<file path="config.mk">
export PLATFORM = sky130hd
export DESIGN_NAME = local_predictor_sequencer
export DESIGN_NICKNAME = d
export VERILOG_FILES = /design/src/rtl/lp_pkg.sv /design/src/rtl/lp_update_fifo.sv /design/src/rtl/local_predictor_sequencer.sv
export SDC_FILE = /design/constraint.sdc
export NUM_CORES = 1
export LEC_CHECK = 0
export CAP_MARGIN = 20
export CORE_ASPECT_RATIO = 0.75
export CORE_UTILIZATION = 35
export DETAILED_ROUTE_END_ITERATION = 7
export GPL_ROUTABILITY_DRIVEN = 0
export PLACE_DENSITY = 0.59
export SLEW_MARGIN = 20
export SYNTH_ARGS = -nofsm -noshare
export SYNTH_HDL_FRONTEND = slang
export SYNTH_SLANG_ARGS = --single-unit
</file>
<file path="constraint.sdc">
create_clock -name clock -period 3.8 [get_ports clock]
set_input_delay 0.57 -clock clock [delete_from_list [all_inputs] [get_ports clock]]
set_output_delay 0.57 -clock clock [all_outputs]
set_load 0.05 [all_outputs]
</file>
<file path="src/rtl/lp_pkg.sv">
// rtl/lp_pkg.sv - shared types and constants for the local predictor sequencer
package lp_pkg;
    localparam int LP_PC_W     = 10;
    localparam int LP_HIST_W   = 10;
    localparam int LP_CNT_W    = 3;
    localparam int LP_UQ_DEPTH = 4;

    typedef enum logic {ST_INIT, ST_RUN} state_e;
    typedef enum logic [1:0] {OP_NONE, OP_LOOKUP, OP_UPDATE} op_e;

    typedef struct packed {
        logic [LP_PC_W-1:0]   pc;
        logic [LP_HIST_W-1:0] hist;
        logic                 taken;
    } upd_entry_t;

    function automatic logic [LP_CNT_W-1:0] sat_update(input logic [LP_CNT_W-1:0] cnt,
                                                       input logic taken);
        if (taken && cnt != '1)
            return cnt + 1'b1;
        if (!taken && cnt != '0)
            return cnt - 1'b1;
        return cnt;
    endfunction
endpackage

</file>
<file path="src/rtl/lp_update_fifo.sv">
// rtl/lp_update_fifo.sv - small FIFO holding resolved-branch updates until they can issue
module lp_update_fifo
    import lp_pkg::*;
#(
    parameter int DEPTH = LP_UQ_DEPTH
) (
    input  logic       clock,
    input  logic       reset,
    input  logic       push,
    input  upd_entry_t push_data,
    input  logic       pop,
    output upd_entry_t head,
    output logic       full,
    output logic       empty
);
    localparam int AW = $clog2(DEPTH);

    upd_entry_t     mem [DEPTH];
    logic [AW:0]    wr_ptr;
    logic [AW:0]    rd_ptr;

    // Extra pointer bit distinguishes full from empty when the indices match.
    assign empty = (wr_ptr == rd_ptr);
    assign full  = (wr_ptr[AW] != rd_ptr[AW]) && (wr_ptr[AW-1:0] == rd_ptr[AW-1:0]);
    assign head  = mem[rd_ptr[AW-1:0]];

    always_ff @(posedge clock or posedge reset) begin
        if (reset) begin
            wr_ptr <= '0;
            rd_ptr <= '0;
        end else begin
            if (push && !full)
                wr_ptr <= wr_ptr + 1'b1;
            if (pop && !empty)
                rd_ptr <= rd_ptr + 1'b1;
        end
    end

    always_ff @(posedge clock) begin
        if (push && !full)
            mem[wr_ptr[AW-1:0]] <= push_data;
    end
endmodule

</file>
<file path="src/rtl/local_predictor_sequencer.sv">
// rtl/local_predictor_sequencer.sv - arbitrates and pipelines LHT/LPT accesses for the local predictor
module local_predictor_sequencer
    import lp_pkg::*;
#(
    parameter int PC_W     = LP_PC_W,
    parameter int HIST_W   = LP_HIST_W,
    parameter int CNT_W    = LP_CNT_W,
    parameter int UQ_DEPTH = LP_UQ_DEPTH
) (
    input  logic              clock,
    input  logic              reset,
    input  logic              lookup_valid,
    input  logic [PC_W-1:0]   lookup_pc,
    output logic              lookup_ready,
    output logic              pred_valid,
    output logic              pred_taken,
    output logic [HIST_W-1:0] pred_hist,
    input  logic              upd_valid,
    input  logic [PC_W-1:0]   upd_pc,
    input  logic [HIST_W-1:0] upd_hist,
    input  logic              upd_taken,
    output logic              upd_ready,
    output logic              lht_en,
    output logic              lht_we,
    output logic [PC_W-1:0]   lht_addr,
    output logic [HIST_W-1:0] lht_wdata,
    input  logic [HIST_W-1:0] lht_rdata,
    output logic              lpt_en,
    output logic              lpt_we,
    output logic [HIST_W-1:0] lpt_addr,
    output logic [CNT_W-1:0]  lpt_wdata,
    input  logic [CNT_W-1:0]  lpt_rdata,
    output logic              init_busy
);
    localparam int SW = (PC_W > HIST_W) ? PC_W : HIST_W;
    localparam logic [SW-1:0] SWEEP_LAST = '1;

    state_e            state, state_next;
    logic [SW-1:0]     sweep_cnt;
    logic              bubble;
    op_e               s1_op, s2_op;
    logic [HIST_W-1:0] s1_hist, s2_hist;
    logic              s1_taken, s2_taken;
    upd_entry_t        uq_head, uq_in;
    logic              uq_full, uq_empty, uq_push, uq_pop;
    logic              run, lookup_fire;

    assign run          = (state == ST_RUN);
    assign init_busy    = !run;
    assign lookup_ready = run && !bubble && !uq_full;
    assign upd_ready    = run && !uq_full;
    assign lookup_fire  = lookup_valid && lookup_ready;
    assign uq_push      = upd_valid && upd_ready;
    assign uq_pop       = run && !lookup_fire && !bubble && !uq_empty;
    assign uq_in        = '{pc: upd_pc, hist: upd_hist, taken: upd_taken};

    lp_update_fifo #(.DEPTH(UQ_DEPTH)) u_uq (
        .clock     (clock),
        .reset     (reset),
        .push      (uq_push),
        .push_data (uq_in),
        .pop       (uq_pop),
        .head      (uq_head),
        .full      (uq_full),
        .empty     (uq_empty)
    );

    always_ff @(posedge clock or posedge reset) begin
        if (reset)
            state <= ST_INIT;
        else
            state <= state_next;
    end

    always_comb begin
        state_next = state;
        if (state == ST_INIT && sweep_cnt == SWEEP_LAST)
            state_next = ST_RUN;
    end

    always_ff @(posedge clock or posedge reset) begin
        if (reset) begin
            sweep_cnt  <= '0;
            bubble     <= 1'b0;
            s1_op      <= OP_NONE;
            s2_op      <= OP_NONE;
            s1_hist    <= '0;
            s2_hist    <= '0;
            s1_taken   <= 1'b0;
            s2_taken   <= 1'b0;
            pred_valid <= 1'b0;
            pred_taken <= 1'b0;
            pred_hist  <= '0;
        end else begin
            if (!run)
                sweep_cnt <= sweep_cnt + 1'b1;
            // The bubble keeps the update's s2 LPT write off the next op's s1 LPT read.
            bubble   <= uq_pop;
            s1_op    <= lookup_fire ? OP_LOOKUP : (uq_pop ? OP_UPDATE : OP_NONE);
            s1_hist  <= uq_head.hist;
            s1_taken <= uq_head.taken;
            s2_op    <= s1_op;
            s2_hist  <= (s1_op == OP_LOOKUP) ? lht_rdata : s1_hist;
            s2_taken <= s1_taken;
            pred_valid <= (s2_op == OP_LOOKUP);
            if (s2_op == OP_LOOKUP) begin
                pred_taken <= lpt_rdata[CNT_W-1];
                pred_hist  <= s2_hist;
            end
        end
    end

    always_comb begin
        lht_en    = 1'b0;
        lht_we    = 1'b0;
        lht_addr  = '0;
        lht_wdata = '0;
        lpt_en    = 1'b0;
        lpt_we    = 1'b0;
        lpt_addr  = '0;
        lpt_wdata = '0;
        if (!run) begin
            lht_en   = (sweep_cnt >> PC_W) == '0;
            lht_we   = lht_en;
            lht_addr = sweep_cnt[PC_W-1:0];
            lpt_en   = (sweep_cnt >> HIST_W) == '0;
            lpt_we   = lpt_en;
            lpt_addr = sweep_cnt[HIST_W-1:0];
        end else begin
            if (lookup_fire) begin
                lht_en   = 1'b1;
                lht_addr = lookup_pc;
            end else if (uq_pop) begin
                lht_en    = 1'b1;
                lht_we    = 1'b1;
                lht_addr  = uq_head.pc;
                lht_wdata = {uq_head.hist[HIST_W-2:0], uq_head.taken};
            end
            if (s2_op == OP_UPDATE) begin
                lpt_en    = 1'b1;
                lpt_we    = 1'b1;
                lpt_addr  = s2_hist;
                lpt_wdata = sat_update(lpt_rdata, s2_taken);
            end else if (s1_op == OP_LOOKUP) begin
                lpt_en   = 1'b1;
                lpt_addr = lht_rdata;
            end else if (s1_op == OP_UPDATE) begin
                lpt_en   = 1'b1;
                lpt_addr = s1_hist;
            end
        end
    end
endmodule

</file>
==> results.md, run 1 <==
- Max Freq: 284 MHz
- First-pass GRT wire length: 20.6 mm
- Post-Route Skew: 0.00810 ns
- Number of global-route vias before repair: 3658
- PortBufs: 99
- Internal: 2.60 mW
- CP Data Arrival Time: 2.95 ns
- Final setup fails: 0
- R2r endpoint: u_uq.mem[3][9]
- Fin Setup TNS: 0 ns
- Starting Density: 36.4%
- Psw: 0.747 mW
- Layout cells sized above 1: 23.6%
- Post-Synth Simple-Gate Area: 5.43%
- Hold Path Class: register to register
- Tot GR Track Use: 16.0%
- Largest family of logic cells by synthesized area: multiplexers
- Synthesized area: 0.00592 mm^2
- Syn Inst Count: 363
- Hold_ws: 0.354 ns
- Multiplexer share of the synthesized area: 12.5%
- Period utilization: 92.6%
- Die span in y: 115 um
- DR DRC count: 8
- CTS Root Buffer Type: clkbuf_16
- Core Rows: 40
- Combinational power share: 2.7%
- Worst reg2reg setup slack: 1.65 ns
- Starting DRC count in detailed routing: 224
- Yosys top cell by area: edfxtp_1
- Max-cap violation count: 0
- IO Pins: 100
- Reg power frac: 48.2%
- Clk pwr share: 49.1%
- Hold Path Sink: s2_taken
- Overall power: 3.35 mW
- CP max FO: 5
- Global route overflow: 0
- Die ar.: 0.0174 mm^2
- DP Cell Count: 665
- CTS HTree Levels: 4
- Post-synthesis sequential area ratio: 66.3%
- Area grow syn2layout: 32.3%
- Dpl cell area: 0.00723 mm^2
- R2r startpoint: u_uq.wr_ptr[0]
- Mean area per synthesized cell: 16.3 um^2
- Top post-synthesis cells by area: edfxtp_1 43%, dfrtp_1 24%, mux4_2 8.0%
- RSZ-0062 raised after global routing: no
- Tightest Pin Transition: 0.768 ns
- Post-synth top flop: edfxtp_1
- N_diodes: 0
- P_leak: 2.92 nW
- Hold Path Depth: 0
- Slew margin rel.: 48.7%
- HP Start: s1_taken
- XOR/XNOR Fraction of Synth Area: 3.13%
- Synth Register Bits: 140
- Adder-cell share of the synthesized area: 2.54%
- Worst R2R Path Depth: 4
- Cts bufs inserted: 17
- Final antenna-violating net count: 0
- Post-synth cell types: 39
- Post-route cell area: 0.00783 mm^2
- Die Span X: 152 um
- Setup ws final: 0.282 ns
- Synth Warn #: 0
- Final Max Tran Viols: 0
- Switching Share: 22.3%
- Wire per inst: 19.3 um
- Clock latency on the worst-skew pair: 0.42 ns
- Post-synth ARST share: 40.0%
- Worst Path Required: 3.23 ns
- Final hold vios: 0
- Post-synth EDFFs: 84
- DRT Wirelength: 13.5 mm
- Pre-CTS setup slack: 0.316 ns
- Core ar.: 0.0163 mm^2
- Max clock buf depth: 2
- Hpwl dp: 9.42 mm
- Vias/cell: 5.09
- PD cells: 427 mW/mm^2
- CTS sink cnt: 140
- CTS clock-pin slew for the worst setup and hold paths: 0.06 ns
- Non-filler cells, final: 697
- Peak supply drop: 329 uV
- Largest net degree at the start of global routing: 32
- Util after Layout: 48.2%
- Post-Syn Nets: 423
- Top cell type's share of synthesized area: 42.6%
- Initial antenna violation count: 0
- CTS tree: built
- Failing checks: DRC
- Crit end category: output port
- Worst Setup Start Kind: primary input
- Detailed-route via count: 3549
- First-pass DRT Iterations: 7
- Min cycle time layout: 3.52 ns
- CP Class: primary input to output port
- Fin nets: 534
- Complex-gate fraction of the synthesized area: 7.52%
- Status: complete, but fails checks
- Cts hold-fix bufs: 0
-- layer usage --
layer  global-route usage [%]  share of wire, %
met5                        0                 0
met4                     5.51               1.6
met3                     4.09               5.6
met2                     26.5                48
met1                     20.6                45
-- placed cells by master, fill, tap and decap left out, types with 3 or more instances in the layout --
master           synthesis  layout
edfxtp_1                84      84
clkdlybuf4s50_1          0      78
dfrtp_1                 56      55
mux2_2                  23      23
buf_4                    0      22
mux4_2                  21      21
o21ai_0                 17      17
clkbuf_16                0      17
and2_1                  14      14
ha_1                    12      12
inv_1                   12      11
nand2_1                 11      11
xnor2_1                 11      11
nor2b_1                 11      11
a221oi_1                11      11
buf_12                   0      10
a221o_1                  9       9
o21bai_1                 9       9
a31oi_1                  6       6
nand3_1                  6       6
inv_6                    0       6
nor2_1                   5       5
nand2b_1                 4       4
a21oi_1                  3       3
clkinv_8                 0       3
-- logic make-up (layout without fill, tap and decap cells) --
kind of cell | after synthesis | count (layout)
flops | 140 | 140
mux | 45 | 45
compound gates | 60 | 60
fa+ha+maj | 12 | 12
xor+xnor | 16 | 16
simple gates | 58 | 58
buf+inv | 32 | 156
-- state kept, by name, summed over array words and instances (netlist names) --
signal       count
u_uq.wr_ptr      3
s2_op            2
pred_taken       1
u_uq.rd_ptr      3
s2_hist         10
bubble           1
pred_hist       10
s1_hist         10
run              1
s1_taken         1
s1_op            2
s2_taken         1
u_uq.mem        84
sweep_cnt       10
pred_valid       1
-- area by class of cell --
cell class / count / area (um^2)
Multi-Input combinational cell: 191 / 1840
Timing Repair Buffer: 110 / 1150
Sequential cell: 140 / 3930
Clock inverter: 15 / 175
Inverter: 14 / 55.1
Fill cell: 1377 / 8430
Tap cell: 210 / 263
Clock buffer: 17 / 425
-- cells in the mapped netlist (all sizes together) (5+ instances only) --
cell,count
edfxtp,84
dfrtp,56
and2,14
o21bai,9
a221oi,11
mux4,21
nor2b,11
o21ai,17
nor2,5
a31oi,6
mux2,23
inv,13
ha,12
xnor2,13
nand3,6
buf,8
a221o,9
clkbuf,10
nand2,11
-- worst max-delay path, stage by stage --
cell and delay, ns:
clkdlybuf4s50_1 0.49, ha_1 0.23, ha_1 0.21, inv_1 0.09, o21ai_0 0.07, o21a_1 0.11, a221oi_1 0.31, clkdlybuf4s50_1 0.86
-- worst max path at each step --
| stage | start | to | cells after the start |
|---|---|---|---|
| after floorplan | run | lht_addr[2] | 4 |
| after global placement | lpt_rdata[1] | lpt_wdata[1] | 8 |
| after detailed placement | lpt_rdata[1] | lpt_wdata[1] | 8 |
| after CTS | run | lht_we | 5 |
| after global routing | s1_op[1] | lpt_addr[2] | 6 |
| final | lpt_rdata[1] | lpt_wdata[1] | 8 |
-- power by group through the flow --
| stage | sequential (mW) | clock (mW) | combinational, mW |
|---|---|---|---|
| floorplan | 1.65 | 0 | 0.0178 |
| global placement | 1.65 | 0 | 0.0862 |
| detailed placement | 1.65 | 0 | 0.0905 |
| CTS | 1.61 | 1.67 | 0.0910 |
| global route | 1.61 | 1.74 | 0.0975 |
| finish | 1.62 | 1.64 | 0.0897 |
-- repair_timing --
action,4_1_cts,5_1_grt
setup buffers,0,0
endpoints found under the setup margin,0,1
resized for setup,0,1
Power figures use the tool's default switching activity.
==> run 2, diff against run 1 <==
Settings changed: CTS_CLUSTER_DIAMETER set to 150, PLACE_DENSITY 0.59 to 0.69.
==> run 2 against run 1 <==
  * The flow still finishes with violations (DRC)
  * Clock-buffer cell count unchanged
  * Fmax decreased by 0.68%
  * Cell area is essentially flat
  * Critical endpoint unchanged
  * Largest power group unchanged
==> results.md, run 2 (synthesized netlist as in run 1, its figures left out) <==
- DR DRC count: 7 (-1)
- Final hold vios: 0 (unchanged)
- Die span in y: 115 um (unchanged)
- Post-CTS setup buffers: 0 (unchanged)
- Number of global-route vias before repair: 3744 (+2.4%)
- Status: complete, but fails checks
- Max Freq: 282 MHz (-0.68%)
- Cts bufs inserted: 17 (unchanged)
- Fin nets: 535 (+0.19%)
- Hpwl dp: 9.49 mm (+0.75%)
- Max-cap violation count: 0 (unchanged)
- PD cells: 431 mW/mm^2 (+0.93%)
- Global route overflow: 0 (unchanged)
- Area grow syn2layout: 32.5% (about the same)
- Layout cells sized above 1: 23.6% (-0.048 points)
- Most Crowded Layer GR: met2
- Most frequent cells in the layout: 84 x edfxtp_1, 78 x clkdlybuf4s50_1, 56 x dfrtp_1
- Most common cell after layout, fill and taps aside: edfxtp_1
- Crit end category: output port
- Core ar.: 0.0163 mm^2 (unchanged)
- First-pass GRT wire length: 20.8 mm (+0.87%)
- GRT met3 Usage: 5.34% (+1.2 points)
- Hold_ws: 0.351 ns (-0.00313 ns)
- Starting DRC count in detailed routing: 322 (+44%)
- CTS tree: built
- Met2 Use GR: 27.3% (+0.83 points)
- CTS clock-pin slew for the worst setup and hold paths: 0.06 ns (about the same)
- Worst Path Required: 3.23 ns (about the same)
- Tot GR Track Use: 16.4% (+0.38 points)
- CP max FO: 5 (unchanged)
- First-pass DRT Iterations: 6 (-1)
- Util after Layout: 48.2% (about the same)
- Post-Route Skew: 0.0115 ns (+0.00338 ns)
- Cts hold-fix bufs: 0 (unchanged)
- Slew margin rel.: 43.3% (-5.4 points)
- N_diodes: 0 (unchanged)
- Max clock buf depth: 2 (unchanged)
- Core Rows: 40 (unchanged)
- DRT Wirelength: 13.5 mm (+0.47%)
- Min cycle time layout: 3.54 ns (+0.0242 ns)
- CP startpoint: lpt_rdata[1]
- CP Data Arrival Time: 2.97 ns (+0.02 ns)
- IO Pins: 100 (unchanged)
- Die ar.: 0.0174 mm^2 (unchanged)
- Largest net degree at the start of global routing: 40 (+25%)
- Final antenna-violating net count: 0 (unchanged)
- Period utilization: 93.2% (+0.64 points)
- CTS Root Buffer Type: clkbuf_16
- CP Class: primary input to output port
- Wire per inst: 19.4 um (+0.32%)
- Routing usage on met1: 20.2% (-0.42 points)
- Tightest Pin Transition: 0.850 ns (+0.0819 ns)
- Worst Setup Start Kind: primary input
- R2r startpoint: run
- Final Max Tran Viols: 0 (unchanged)
- RSZ-0062 raised after global routing: no
- Peak supply drop: 336 uV (+2.3%)
- HP Start: s1_taken
- Die Span X: 152 um (unchanged)
- Clock latency on the worst-skew pair: 0.42 ns (about the same)
- Largest register FFs: 84 (unchanged)
- Resize count post-CTS: 0 (unchanged)
- Final setup fails: 0 (unchanged)
- Detailed-route via count: 3509 (-1.1%)
- Vias/cell: 5.03 (-1.3%)
- CTS HTree Levels: 4 (unchanged)
- Hold Path Class: register to register
- PortBufs: 99 (unchanged)
- CTS sink cnt: 140 (unchanged)
- Fin Setup TNS: 0 ns (unchanged)
- Failing checks: DRC
- P_leak: 2.92 nW (about the same)
- Initial antenna violation count: 1 (+1)
- Starting Density: 36.4% (unchanged)
[run 2: power by group]
part	leakage [nW]	total, mW	switching (mW)	internal [mW]
registers	1.46	1.62	0.000299	1.62
clock network	0.284	1.68	0.688	0.991
logic	1.18	0.0893	0.0397	0.0496
[run 2: critical path, cell delays in order]
cell,delay [ns]
clkdlybuf4s50_1,0.49
ha_1,0.22
ha_1,0.21
inv_1,0.08
o21ai_0,0.09
o21a_1,0.12
a221oi_1,0.32
clkdlybuf4s50_1,0.87
[run 2: per-layer routing]
metal	routed length, um	part of all wire, %
met2	6680	49
met5	0	0
met1	5910	44
met3	757	5.6
met4	175	1.3
[run 2: metrics by stage]
step	instance area [um^2]	cells	total power [mW]	worst slack, ns
2_1_floorplan	5920	363	1.67	0.754
3_3_place_gp	7240	666	1.73	0.409
3_5_place_dp	7240	666	1.74	0.302
4_1_cts	7840	698	3.42	0.278
5_1_grt	7840	698	3.50	0.137
6_report	7840	698	3.38	0.258
[run 2: worst paths after layout]
check	to	slack, ns	cells past startpoint
max reg2reg	u_uq.mem[3][6]	1.54	5
max in group asynchronous	sweep_cnt[5]	2.38	3
min	s2_taken	0.35	0
min reg2reg	s2_taken	0.35	0
max	lpt_wdata[1]	0.26	8
min in group asynchronous	u_uq.rd_ptr[2]	0.65	2
[run 2: cell type report]
type | count | area (um^2)
Fill cell | 1369 | 8420
Sequential cell | 140 | 3920
Multi-Input combinational cell | 191 | 1840
Timing Repair Buffer | 111 | 1150
Clock buffer | 17 | 425
Tap cell | 210 | 263
Clock inverter | 15 | 176
Inverter | 14 | 55.1
==> run 3, diff against run 2 <==
Settings changed: CORE_UTILIZATION 35 to 57, GPL_ROUTABILITY_DRIVEN 0 to unset, PLACE_DENSITY 0.69 to 0.95.
==> run 3 against run 2 <==
  * The flow now finishes without violations
  * Clock skew down 0.0035 ns
  * Worst setup slack got worse by 0.042 ns
  * Non-clock buffer count decreased by 1
  * Clock power is 6% lower
  * Largest power group is now sequential cells
  * Highest routed layer unchanged
==> results.md, run 3 (synthesized netlist as in run 1, its figures left out) <==
- Status: finished, final reports clean
- Tot GR Track Use: 28.3% (+12 points)
- Overall power: 3.29 mW (-2.9%)
- CTS Root Buffer Type: clkbuf_16
- Period utilization: 94.3% (+1.1 points)
- Cts bufs inserted: 17 (unchanged)
- Post-Route Skew: 0.00799 ns (-0.00349 ns)
- Final Max Tran Viols: 0 (unchanged)
- Most frequent cells in the layout: 84 x edfxtp_1, 78 x clkdlybuf4s50_1, 56 x dfrtp_1
- Max-cap violation count: 0 (unchanged)
- Number of global-route vias before repair: 3875 (+3.5%)
- Core Rows: 31 (-23%)
- N_diodes: 0 (unchanged)
- Largest register FFs: 84 (unchanged)
- Starting DRC count in detailed routing: 341 (+5.9%)
- Non-filler cells, final: 619 (-11%)
- DP Cell Count: 587 (-12%)
- CTS clock-pin slew for the worst setup and hold paths: 0.06 ns (about the same)
- P_leak: 2.90 nW (-0.62%)
- Max clock buf depth: 2 (unchanged)
- Final GP Congestion: 0.843
- Global route overflow: 0 (unchanged)
- Worst Setup Start Kind: register
- Hpwl dp: 9.30 mm (-2.0%)
- First-pass DRT Iterations: 5 (-1)
- Final antenna-violating net count: 0 (unchanged)
- Die Span X: 120 um (-21%)
- Worst R2R Path Depth: 5 (unchanged)
- Cts hold-fix bufs: 0 (unchanged)
- CTS HTree Levels: 4 (unchanged)
- Core ar.: 0.00985 mm^2 (-39%)
- Die ar.: 0.0108 mm^2 (-38%)
- PortBufs: 99 (unchanged)
- Wire per inst: 22.4 um (+16%)
- Min cycle time layout: 3.58 ns (+0.0420 ns)
- DR DRC count: 0 (-7)
- HP Start: s1_taken
- CP Data Arrival Time: 3.01 ns (+0.04 ns)
- Layout cells sized above 1: 21.8% (-1.8 points)
- Post-route cell area: 0.00771 mm^2 (-1.6%)
- Peak supply drop: 372 uV (+11%)
- DRT Wirelength: 13.9 mm (+2.5%)
- Crit end category: output port
- Initial antenna violation count: 0 (-1)
- CP Class: register to output port
- Tightest Pin Transition: 0.747 ns (-0.102 ns)
- Hold Path Class: register to register
- Most common cell after layout, fill and taps aside: edfxtp_1
- Post-CTS setup buffers: 0 (unchanged)
- PD cells: 426 mW/mm^2 (-1.3%)
- Max Freq: 279 MHz (-1.2%)
- IO Pins: 100 (unchanged)
- CTS tree: built
- CP max FO: 10 (+5)
- Die span in y: 90.3 um (-21%)
- Clock latency on the worst-skew pair: 0.42 ns (about the same)
- Detailed-route via count: 3751 (+6.9%)
- Fin Setup TNS: 0 ns (unchanged)
- First-pass GRT wire length: 21.9 mm (+5.4%)
- Largest net degree at the start of global routing: 36 (-10%)
- Area grow syn2layout: 30.3%
- Worst reg2reg setup slack: 1.46 ns (-0.08 ns)
- Hold Path Sink: s2_taken
- Hold_ws: 0.349 ns (-0.00133 ns)
- Worst Path Required: 3.23 ns (about the same)
- R2r endpoint: u_uq.rd_ptr[1]
- Hold Path Depth: 0 (unchanged)
- RSZ-0062 raised after global routing: no
- CTS sink cnt: 140 (unchanged)
- Slew margin rel.: 50.1% (+6.8 points)
- Resize count post-CTS: 0 (unchanged)
- Final hold vios: 0 (unchanged)
- Dpl cell area: 0.00715 mm^2 (-1.3%)
- Vias/cell: 6.06 (+21%)
- R2r startpoint: run
- Final setup fails: 0 (unchanged)
- Starting Density: 60.1% (+24 points)
- Fin nets: 534 (-0.19%)
## run 3: changes by cell type in the layout (fill, tap and decap cells not counted)
| cell | delta |
|---|---|
| buf_12 | +1 |
| buf_4 | -2 |
| clkbuf_1 | +7 |
| clkbuf_8 | +2 |
| clkinv_1 | +1 |
| clkinv_4 | +1 |
| clkinvlp_4 | -2 |
| inv_6 | -6 |
| inv_8 | -3 |
## run 3: how the worst max path moves through the flow
stage,cells after the start,end,from,slack (ns)
floorplan,4,lht_addr[2],run,0.75
global placement,8,lpt_wdata[1],lpt_rdata[1],0.42
detailed placement,8,lpt_wdata[1],lpt_rdata[1],0.29
CTS,6,lpt_addr[2],s1_op[1],0.16
global route,5,lht_we,run,0.06
finish,6,lpt_addr[2],s1_op[1],0.22
## run 3: layout make-up
| class | instances | area (um^2) |
|---|---|---|
| Clock inverter | 6 | 87.6 |
| Fill cell | 553 | 2140 |
| Multi-Input combinational cell | 191 | 1840 |
| Clock buffer | 26 | 479 |
| Inverter | 14 | 55.1 |
| Timing Repair Buffer | 110 | 1160 |
| Sequential cell | 140 | 3920 |
| Tap cell | 132 | 165 |
## run 3: metal layers
layer	vias up	GRT usage [%]	part of all wire (%)
met5	-	0	0
met2	205	45.7	50
li1	1611	-	-
met4	0	10.7	2.4
met1	1903	36.4	41
met3	32	8.33	6.9
## run 3: per-stage QoR
step                worst slack (ns)  util, %
floorplan                      0.754        -
global placement               0.416     72.3
detailed placement             0.290     72.5
CTS                            0.162     78.3
global route                  0.0569     78.3
finish                         0.216     78.3
## run 3: power by group
group / switching [mW] / internal, mW
Clock: 0.577 / 0.999
Combinational: 0.0420 / 0.0512
Sequential: 0.000381 / 1.62
Total: 0.619 / 2.67
## run 3: worst max-delay path, stage by stage (launching register included)
cell and delay (ns):
dfrtp_1 0.42, inv_1 0.07, ha_1 0.21, nor2b_1 0.60, a221oi_1 0.15, o21ai_0 0.29, clkdlybuf4s50_1 0.86
